--- config.mk ---
export PLATFORM = sky130hd
export DESIGN_NAME = hamming_enc_arbiter
export DESIGN_NICKNAME = d
export VERILOG_FILES = /design/src/rtl/hamming_enc_arbiter.sv
export SDC_FILE = /design/constraint.sdc
export NUM_CORES = 1
export LEC_CHECK = 0
export ABC_AREA = 1
export BUFFER_PORTS_ARGS = -buffer_cell sky130_fd_sc_hd__buf_2
export CORE_MARGIN = 5
export CORE_UTILIZATION = 30
export CTS_CLUSTER_SIZE = 8
export DETAILED_ROUTE_END_ITERATION = 16
export GPL_ROUTABILITY_DRIVEN = 0
export SLEW_MARGIN = 20
export SYNTH_ARGS = -nofsm -noshare
export SYNTH_HDL_FRONTEND = slang
export SYNTH_SLANG_ARGS = --single-unit
--- constraint.sdc ---
create_clock -name clk -period 1.5 [get_ports clk]
set_input_delay 0 -clock clk [delete_from_list [all_inputs] [get_ports clk]]
set_output_delay 0 -clock clk [all_outputs]
set_load 0.01 [all_outputs]
--- src/rtl/hamming_enc_arbiter.sv ---
// hamming_enc_arbiter
// Round-robin front end that time-shares one external Hamming generator
// among N_REQ requesters. A granted word is captured, presented to the
// generator for one cycle, the resulting codeword is registered and handed
// downstream together with the requester index. Every captured codeword is
// checked for even overall parity; a violation sets a sticky flag.
module hamming_enc_arbiter #(
  parameter int P_BITS = 3,
  parameter int N_REQ  = 4,
  localparam int IP_WIDTH = (1 << P_BITS) - P_BITS - 1,
  localparam int CW_WIDTH = (1 << P_BITS),
  localparam int ID_W     = (N_REQ > 1) ? $clog2(N_REQ) : 1
) (
  input  logic                      clk,
  input  logic                      rst_n,
  input  logic [N_REQ-1:0]          req_valid,
  input  logic [N_REQ*IP_WIDTH-1:0] req_data,
  output logic [N_REQ-1:0]          req_ready,
  output logic [IP_WIDTH-1:0]       enc_data,
  input  logic [CW_WIDTH-1:0]       enc_cw,
  output logic                      out_valid,
  input  logic                      out_ready,
  output logic [CW_WIDTH-1:0]       out_codeword,
  output logic [ID_W-1:0]           out_id,
  output logic                      parity_err,
  output logic                      busy
);

  // The candidate index needs one spare bit so rr_ptr + k can be folded
  // back into range without overflowing.
  localparam int CAND_W = ID_W + 1;

  localparam logic [1:0] ST_IDLE = 2'd0;
  localparam logic [1:0] ST_ENC  = 2'd1;
  localparam logic [1:0] ST_OUT  = 2'd2;

  // Overall parity of an extended-Hamming codeword; a valid word is even.
  function automatic logic cw_odd_parity(input logic [CW_WIDTH-1:0] cw);
    return ^cw;
  endfunction

  logic [1:0]          state_q,      state_d;
  logic [ID_W-1:0]     rr_ptr_q,     rr_ptr_d;
  logic [IP_WIDTH-1:0] data_q,       data_d;
  logic [ID_W-1:0]     id_q,         id_d;
  logic [CW_WIDTH-1:0] cw_q,         cw_d;
  logic                parity_err_q, parity_err_d;

  logic                grant_found_s;
  logic [ID_W-1:0]     grant_idx_s;
  logic [CAND_W-1:0]   cand_s;
  logic                handshake_s;
  logic [IP_WIDTH-1:0] grant_data_s;

  // Round-robin search: first valid requester at or after rr_ptr, wrapping.
  always_comb begin
    grant_found_s = 1'b0;
    grant_idx_s   = '0;
    cand_s        = '0;
    for (int k = 0; k < N_REQ; k++) begin
      cand_s = {1'b0, rr_ptr_q} + CAND_W'(k);
      if (cand_s >= CAND_W'(N_REQ)) begin
        cand_s = cand_s - CAND_W'(N_REQ);
      end else begin
        cand_s = cand_s;
      end
      if (!grant_found_s && req_valid[cand_s[ID_W-1:0]]) begin
        grant_found_s = 1'b1;
        grant_idx_s   = cand_s[ID_W-1:0];
      end else begin
        grant_found_s = grant_found_s;
      end
    end
  end

  // One-hot accept toward the granted requester, only while idle.
  always_comb begin
    req_ready    = '0;
    handshake_s  = 1'b0;
    grant_data_s = req_data[int'(grant_idx_s)*IP_WIDTH +: IP_WIDTH];
    if ((state_q == ST_IDLE) && grant_found_s) begin
      req_ready[grant_idx_s] = 1'b1;
      handshake_s            = 1'b1;
    end else begin
      req_ready   = '0;
      handshake_s = 1'b0;
    end
  end

  // Sequencer: capture in IDLE, sample the generator in ENC, present in OUT.
  always_comb begin
    state_d      = state_q;
    rr_ptr_d     = rr_ptr_q;
    data_d       = data_q;
    id_d         = id_q;
    cw_d         = cw_q;
    parity_err_d = parity_err_q;
    case (state_q)
      ST_IDLE: begin
        if (handshake_s) begin
          data_d  = grant_data_s;
          id_d    = grant_idx_s;
          state_d = ST_ENC;
        end else begin
          state_d = ST_IDLE;
        end
      end
      ST_ENC: begin
        cw_d = enc_cw;
        if (cw_odd_parity(enc_cw)) begin
          parity_err_d = 1'b1;
        end else begin
          parity_err_d = parity_err_q;
        end
        state_d = ST_OUT;
      end
      ST_OUT: begin
        if (out_ready) begin
          // Next search starts just after the requester we served.
          if (id_q == ID_W'(N_REQ - 1)) begin
            rr_ptr_d = '0;
          end else begin
            rr_ptr_d = id_q + ID_W'(1);
          end
          state_d = ST_IDLE;
        end else begin
          state_d = ST_OUT;
        end
      end
      default: begin
        state_d = ST_IDLE;
      end
    endcase
  end

  // State and datapath registers; reset aborts any transaction in flight.
  always_ff @(posedge clk or negedge rst_n) begin
    if (!rst_n) begin
      state_q      <= ST_IDLE;
      rr_ptr_q     <= '0;
      data_q       <= '0;
      id_q         <= '0;
      cw_q         <= '0;
      parity_err_q <= 1'b0;
    end else begin
      state_q      <= state_d;
      rr_ptr_q     <= rr_ptr_d;
      data_q       <= data_d;
      id_q         <= id_d;
      cw_q         <= cw_d;
      parity_err_q <= parity_err_d;
    end
  end

  // Outputs come straight from registers so they are glitch-free.
  assign enc_data     = data_q;
  assign out_valid    = (state_q == ST_OUT);
  assign out_codeword = cw_q;
  assign out_id       = id_q;
  assign parity_err   = parity_err_q;
  assign busy         = (state_q != ST_IDLE);

endmodule

Yosys cells after proc, flatten, opt, wreduce, memory -nomap -nowiden:

Cells that the tools add are included.

* bits of input ports: 31
* memory bits (writable): 0
* logic and storage cells: 70
* latch bits: 0
* output and inout bits: 21
* bits in read-only memories: 0
* register bits: 19
* memories kept: 0

* bitwise gates (word level): 0
* equal/unequal tests: 3
* $mul: 0
* divide/modulo/power cells: 0
* order comparisons: 10
* shift-type cells: 1
* reductions and logical operators: 14
* mux-type cells: 28
* $add $sub $neg: 8

Operators by type and width (count)
* 2-to-1 mux 2 bit: 10
* indexed part select 16 x 5 -> 4 bit: 1
* < comparator 2 x 3 -> 1 bit (second input constant): 5
* 2-to-1 mux 1 bit: 11
* greater-or-equal comparator 3 bit (second input constant): 3
* binary-select mux 1 bit (select 2 bit): 4
* XOR reduction 8 bit: 1
* subtractor 2 x 1 -> 2 bit (second input constant): 4
* adder 2 x 2 -> 3 bit (second input constant): 2
* one-hot mux 2 bit (3 select lines): 1
* AND reduction 2 bit: 3
* logical AND 1 bit: 5
* equality test 2 bit (second input constant): 2
* 2-to-1 mux 4 bit: 1
* adder 2 x 1 -> 3 bit (second input constant): 1
* greater-or-equal comparator 2 x 3 -> 1 bit (second input constant): 1
* zero test 1 bit: 3
* adder 2 x 1 -> 2 bit (second input constant): 1
* demux 1 bit (select 2 bit): 1
* equality test 2 x 1 -> 1 bit (second input constant): 1
* greater-or-equal comparator 2 x 1 -> 1 bit (second input constant): 1
* zero test 2 bit: 1
* nonzero test 2 bit: 1

Longest topological paths before layout:

* word-level depth: 19
* mapped depth: 13
* depth with buffers taken out: 13

Worst setup path before layout:

Ideal clock, no wire load.

* path kind: reg-to-reg
* from: register rr_ptr_q[0]
* to: register data_q[2] (netlist: enc_data[2])
* period minus slack after synthesis: 1.544 ns
* buffers on the path: 2
* arrival time: 1.423 ns
* stages on the path, launching flop included: 13
* slack: -0.044 ns
* data required time: 1.379 ns
* path through: dfrtp_1 buf_6 nand2_1 nand2_2 nand2_1 nand2_2 nor2_4 nand3_4 nand2_4 buf_6 nor2_4 nand2_1 nand3_2

* cells in the longest elaborated chain, start to end: 17
* elaborated cells on any way between the ends: 41

RTL lines
* start, declared: line 43 `logic [ID_W-1:0] rr_ptr_q, rr_ptr_d;`
* start signal, assigned: line 147 `rr_ptr_q <= rr_ptr_d;`
* branches (longest 17 deep; another with adder 2 x 1 -> 3 bit)
* end signal, assigned: line 148 `data_q <= data_d;`
* end, declared: line 44 `logic [IP_WIDTH-1:0] data_q, data_d;`

Parallel ways; which one is timed is not known. The select of a mux whose other input is x is not followed.
A chain may end at the register's enable or synchronous reset.

Worst setup path in the final report:

* from: register rr_ptr_q[0]
* to: output req_ready[1]

* cells in the longest elaborated chain, start to end: 19
* elaborated cells on any way between the ends: 44

RTL lines
* branches (longest 18 deep; another with adder 2 x 1 -> 3 bit)
* 2-to-1 mux 4 bit *: line 81 `if ((state_q == ST_IDLE) && grant_found_s) begin`
* end, declared: line 18 `output logic [N_REQ-1:0] req_ready,`

Mark *: on every way between the ends. The select of a mux whose other input is x is not followed.

==> impl_metrics.csv <==
group,metric,value,unit
cts,clock_path_buffers,2,
synthesis,synth.distinct_cells,22,
worst_setup_path,crit_arrival,1.85,ns
power_and_ir_drop,p_leak,1.19,nW
power_and_ir_drop,finalPower,5.79,mW
sta,hold_viol_final,0,
grt,grt_start_max_net_pins,20,
synthesis,yosysWarnings,0,
synthesis,async_flop_share,1.00,
sta,final_max_slew_viol_count,0,
grt,grt.overflow.total,0,
synthesis,yosys_most_used_dff,"dfrtp_1",
grt,grt_use_total,0.131,
grt,antenna_found_initial,0,
die,coreArea,4260,µm²
synthesis,netlist_instances,182,
synthesis,synth-seq-area-share,0.366,
synthesis,syn_area,1300,µm²
routing,first_pass_iters,4,
sta,setup_tns,-2.72,ns
cts,htree_num_levels,1,
sta,slew_headroom,0.723,
synthesis,avgSynthCellArea,7.13,µm²
synthesis,synth_most_common_cell,"nand2_1",
synthesis,synth-seq-cells,19,
sta,max_freq,540,MHz
cts,clock_sinks,19,
die,num_rows,24,
worst_hold_path,hp-class,"in2reg",
place,hpwlAfterDp,2710,µm
power_and_ir_drop,power.density,2640,nW/µm²
grt,first_global_vias,1442,
power_and_ir_drop,power.switching,2.84,mW
synthesis,synthTopCellsByArea,"dfrtp_1 (37%), nand2_1 (24%), nand2_2 (4.3%)",
routing,drcViolationCount,0,
routing,vias,1478,
die,io_pins,52,
grt,grt_pass1_wl,5920,µm
synthesis,synth-edff-count,0,
routing,viasPerCell,4.59,
place,dpl_worst_slack,-0.234,ns
die,start_util,0.304,
job,drv_cap,0,
power_and_ir_drop,switching_share,0.490,
layout,area.growth.synth_to_final,69.1,%
die,dieHeight,75.8,µm
sta,hold_ws,0.0632,ns
sta,finClkSkew,0.00277,ns
synthesis,synth_fp_nets,214,
place,io_buffer_count,51,
worst_setup_path,start_kind,"flip-flop",
power_and_ir_drop,power_frac_comb,0.777,
die,fp.dieW,75.8,µm
sta,rsz0062_at_grt,"true",
cts,cts_tree,"yes",
cts,clk_pin_slew,0.07,ns
worst_setup_path,crit_required,1.50,ns
layout,diodes,0,
cts,clkLatencyLatePin,0.25,ns
sta,setup-violations-final,11,
layout,post-route-util,0.515,
sta,worstMarginPinSlew,0.416,ns
worst_setup_path,endpoint_kind,"output port",
sta,post-route-min-period,1.85,ns
cts,clockRootBuffer,"clkbuf_8",
synthesis,yosys.area.top_type_share,0.366,
worst_setup_path,path_max_fanout,5,
layout,drive_gt1_frac,0.537,
die,die_area,5740,µm²
synthesis,synth_common_cells,"nand2_1 (84), dfrtp_1 (19), inv_1 (12), nand2_2 (9)",
routing,wl_per_cell,12.0,µm
routing,routed_wl,3860,µm
worst_setup_path,crit_type,"reg2out",
synthesis,yosys.area.top_type,"dfrtp_1",
power_and_ir_drop,irDropWorstVdd,1060,µV
outcome,status,"finished, violations left",
routing,drtIter0Drc,53,
cts,numCtsBuffers,3,
routing,drtAntennaViolNets,0,
power_and_ir_drop,p_seq_frac,0.164,
power_and_ir_drop,clockPowerShare,0.059,
outcome,violations,"negative setup slack",
power_and_ir_drop,p_int,2.96,mW
sta,layout_worst_path_cycle_share,1.23,
layout,final_nets,303,
sta,fin_ws,-0.351,ns
path summary, 6_finish.rpt:
kind | start | to | slack (ns) | cells past startpoint
worst min register to register | out_codeword[4] | out_codeword[4] | 0.47 | 2
min in group asynchronous | rst_n | out_codeword[7] | 0.21 | 2
worst max register to register | rr_ptr_q[0] | enc_data[1] | -0.28 | 12
worst max-delay path | rr_ptr_q[0] | req_ready[1] | -0.35 | 10
worst min-delay path | req_data[0] | enc_data[0] | 0.06 | 5
max in group asynchronous | rst_n | rr_ptr_q[1] | 0.97 | 2
worst max-delay path: stages (launching register included):
cell and delay (ns):
dfrtp_2 0.45, buf_6 0.15, nand2_2 0.07, nand2_4 0.06, nor2_2 0.17, nor2_2 0.08
nand3_4 0.10, nand2_4 0.06, buf_12 0.14, nor3_4 0.16, buf_2 0.15
power by group through the flow:
stage | Clock (mW) | Combinational [mW] | Sequential, mW
finish | 0.341 | 4.50 | 0.950
floorplan | 0 | 1.97 | 1.00
detailed placement | 0 | 3.19 | 0.933
global route | 0.378 | 4.95 | 0.982
global placement | 0 | 3.17 | 0.940
CTS | 0.356 | 3.66 | 0.936
per-layer routing:
layer / wire length [µm] / vias to the layer above / part of all wire / track usage
li1: - / 750 / - / -
met1: 1600 / 687 / 0.42 / 0.172
met2: 1990 / 39 / 0.52 / 0.226
met3: 259 / 2 / 0.067 / 0.0211
met4: 10 / 0 / 0.0026 / 0.0311
met5: 0 / - / 0 / 0
placed cells by master (no fill, tap or decap):
master         instances
buf_4                 15
nand3_1                2
inv_1                  9
nor2_4                 4
a21oi_1                1
clkinv_1               1
ha_1                   1
buf_8                  1
clkinv_2               1
nor2_2                 2
buf_2                 49
dlygate4sd3_1         10
buf_12                 1
buf_6                 10
nand2_2               24
nor3_4                 2
xnor2_1                3
nand3_2                9
inv_2                  5
nand2_1               59
dfrtp_1               17
nand3_4                4
o31ai_1                1
dfrtp_2                2
xor2_1                 4
nand2_4               11
o21ai_1                2
inv_4                  2
clkbuf_8               3
o21ai_0                2
nand4_1                8
nor2_1                 5
per-stage QoR:
stage	area, µm²	std cells
final	2190	322
after global routing	2190	322
after CTS	1990	318
after detailed placement	1730	297
after global placement	1730	297
after floorplan	1300	182
sequential cells by signal (all words and copies together) (netlist names):
name	count
out_codeword	8
enc_data	4
out_id	2
rr_ptr_q	2
state_q	2
parity_err	1
cell families after synthesis:
kind of cell             count (synthesis)  share of synthesized area
AND/OR/NAND/NOR                        130                      0.485
buffers and inverters                   19                     0.0665
flip-flops                              19                      0.366
adder cells (fa/ha/maj)                  1                    0.00964
XOR/XNOR                                 7                     0.0473
AO/OA/AOI/OAI                            6                     0.0251
layout make-up:
type / instances / area, µm²
multi-input combinational: 144 / 931
clock buffer: 3 / 41.3
timing repair buffer: 86 / 606
sequential: 19 / 478
inverter: 17 / 68.8
fill: 404 / 2070
clock inverter: 1 / 5.00
tap: 52 / 65.1
what timing repair did:
item	in CTS	in global routing
pin swaps	7	16
endpoints found under the hold margin	28	0
hold buffers	10	0
buffers inserted	8	5
gates resized for setup	23	49
endpoints found under the setup margin	10	11
No activity file was read; power rests on OpenSTA's default activity.
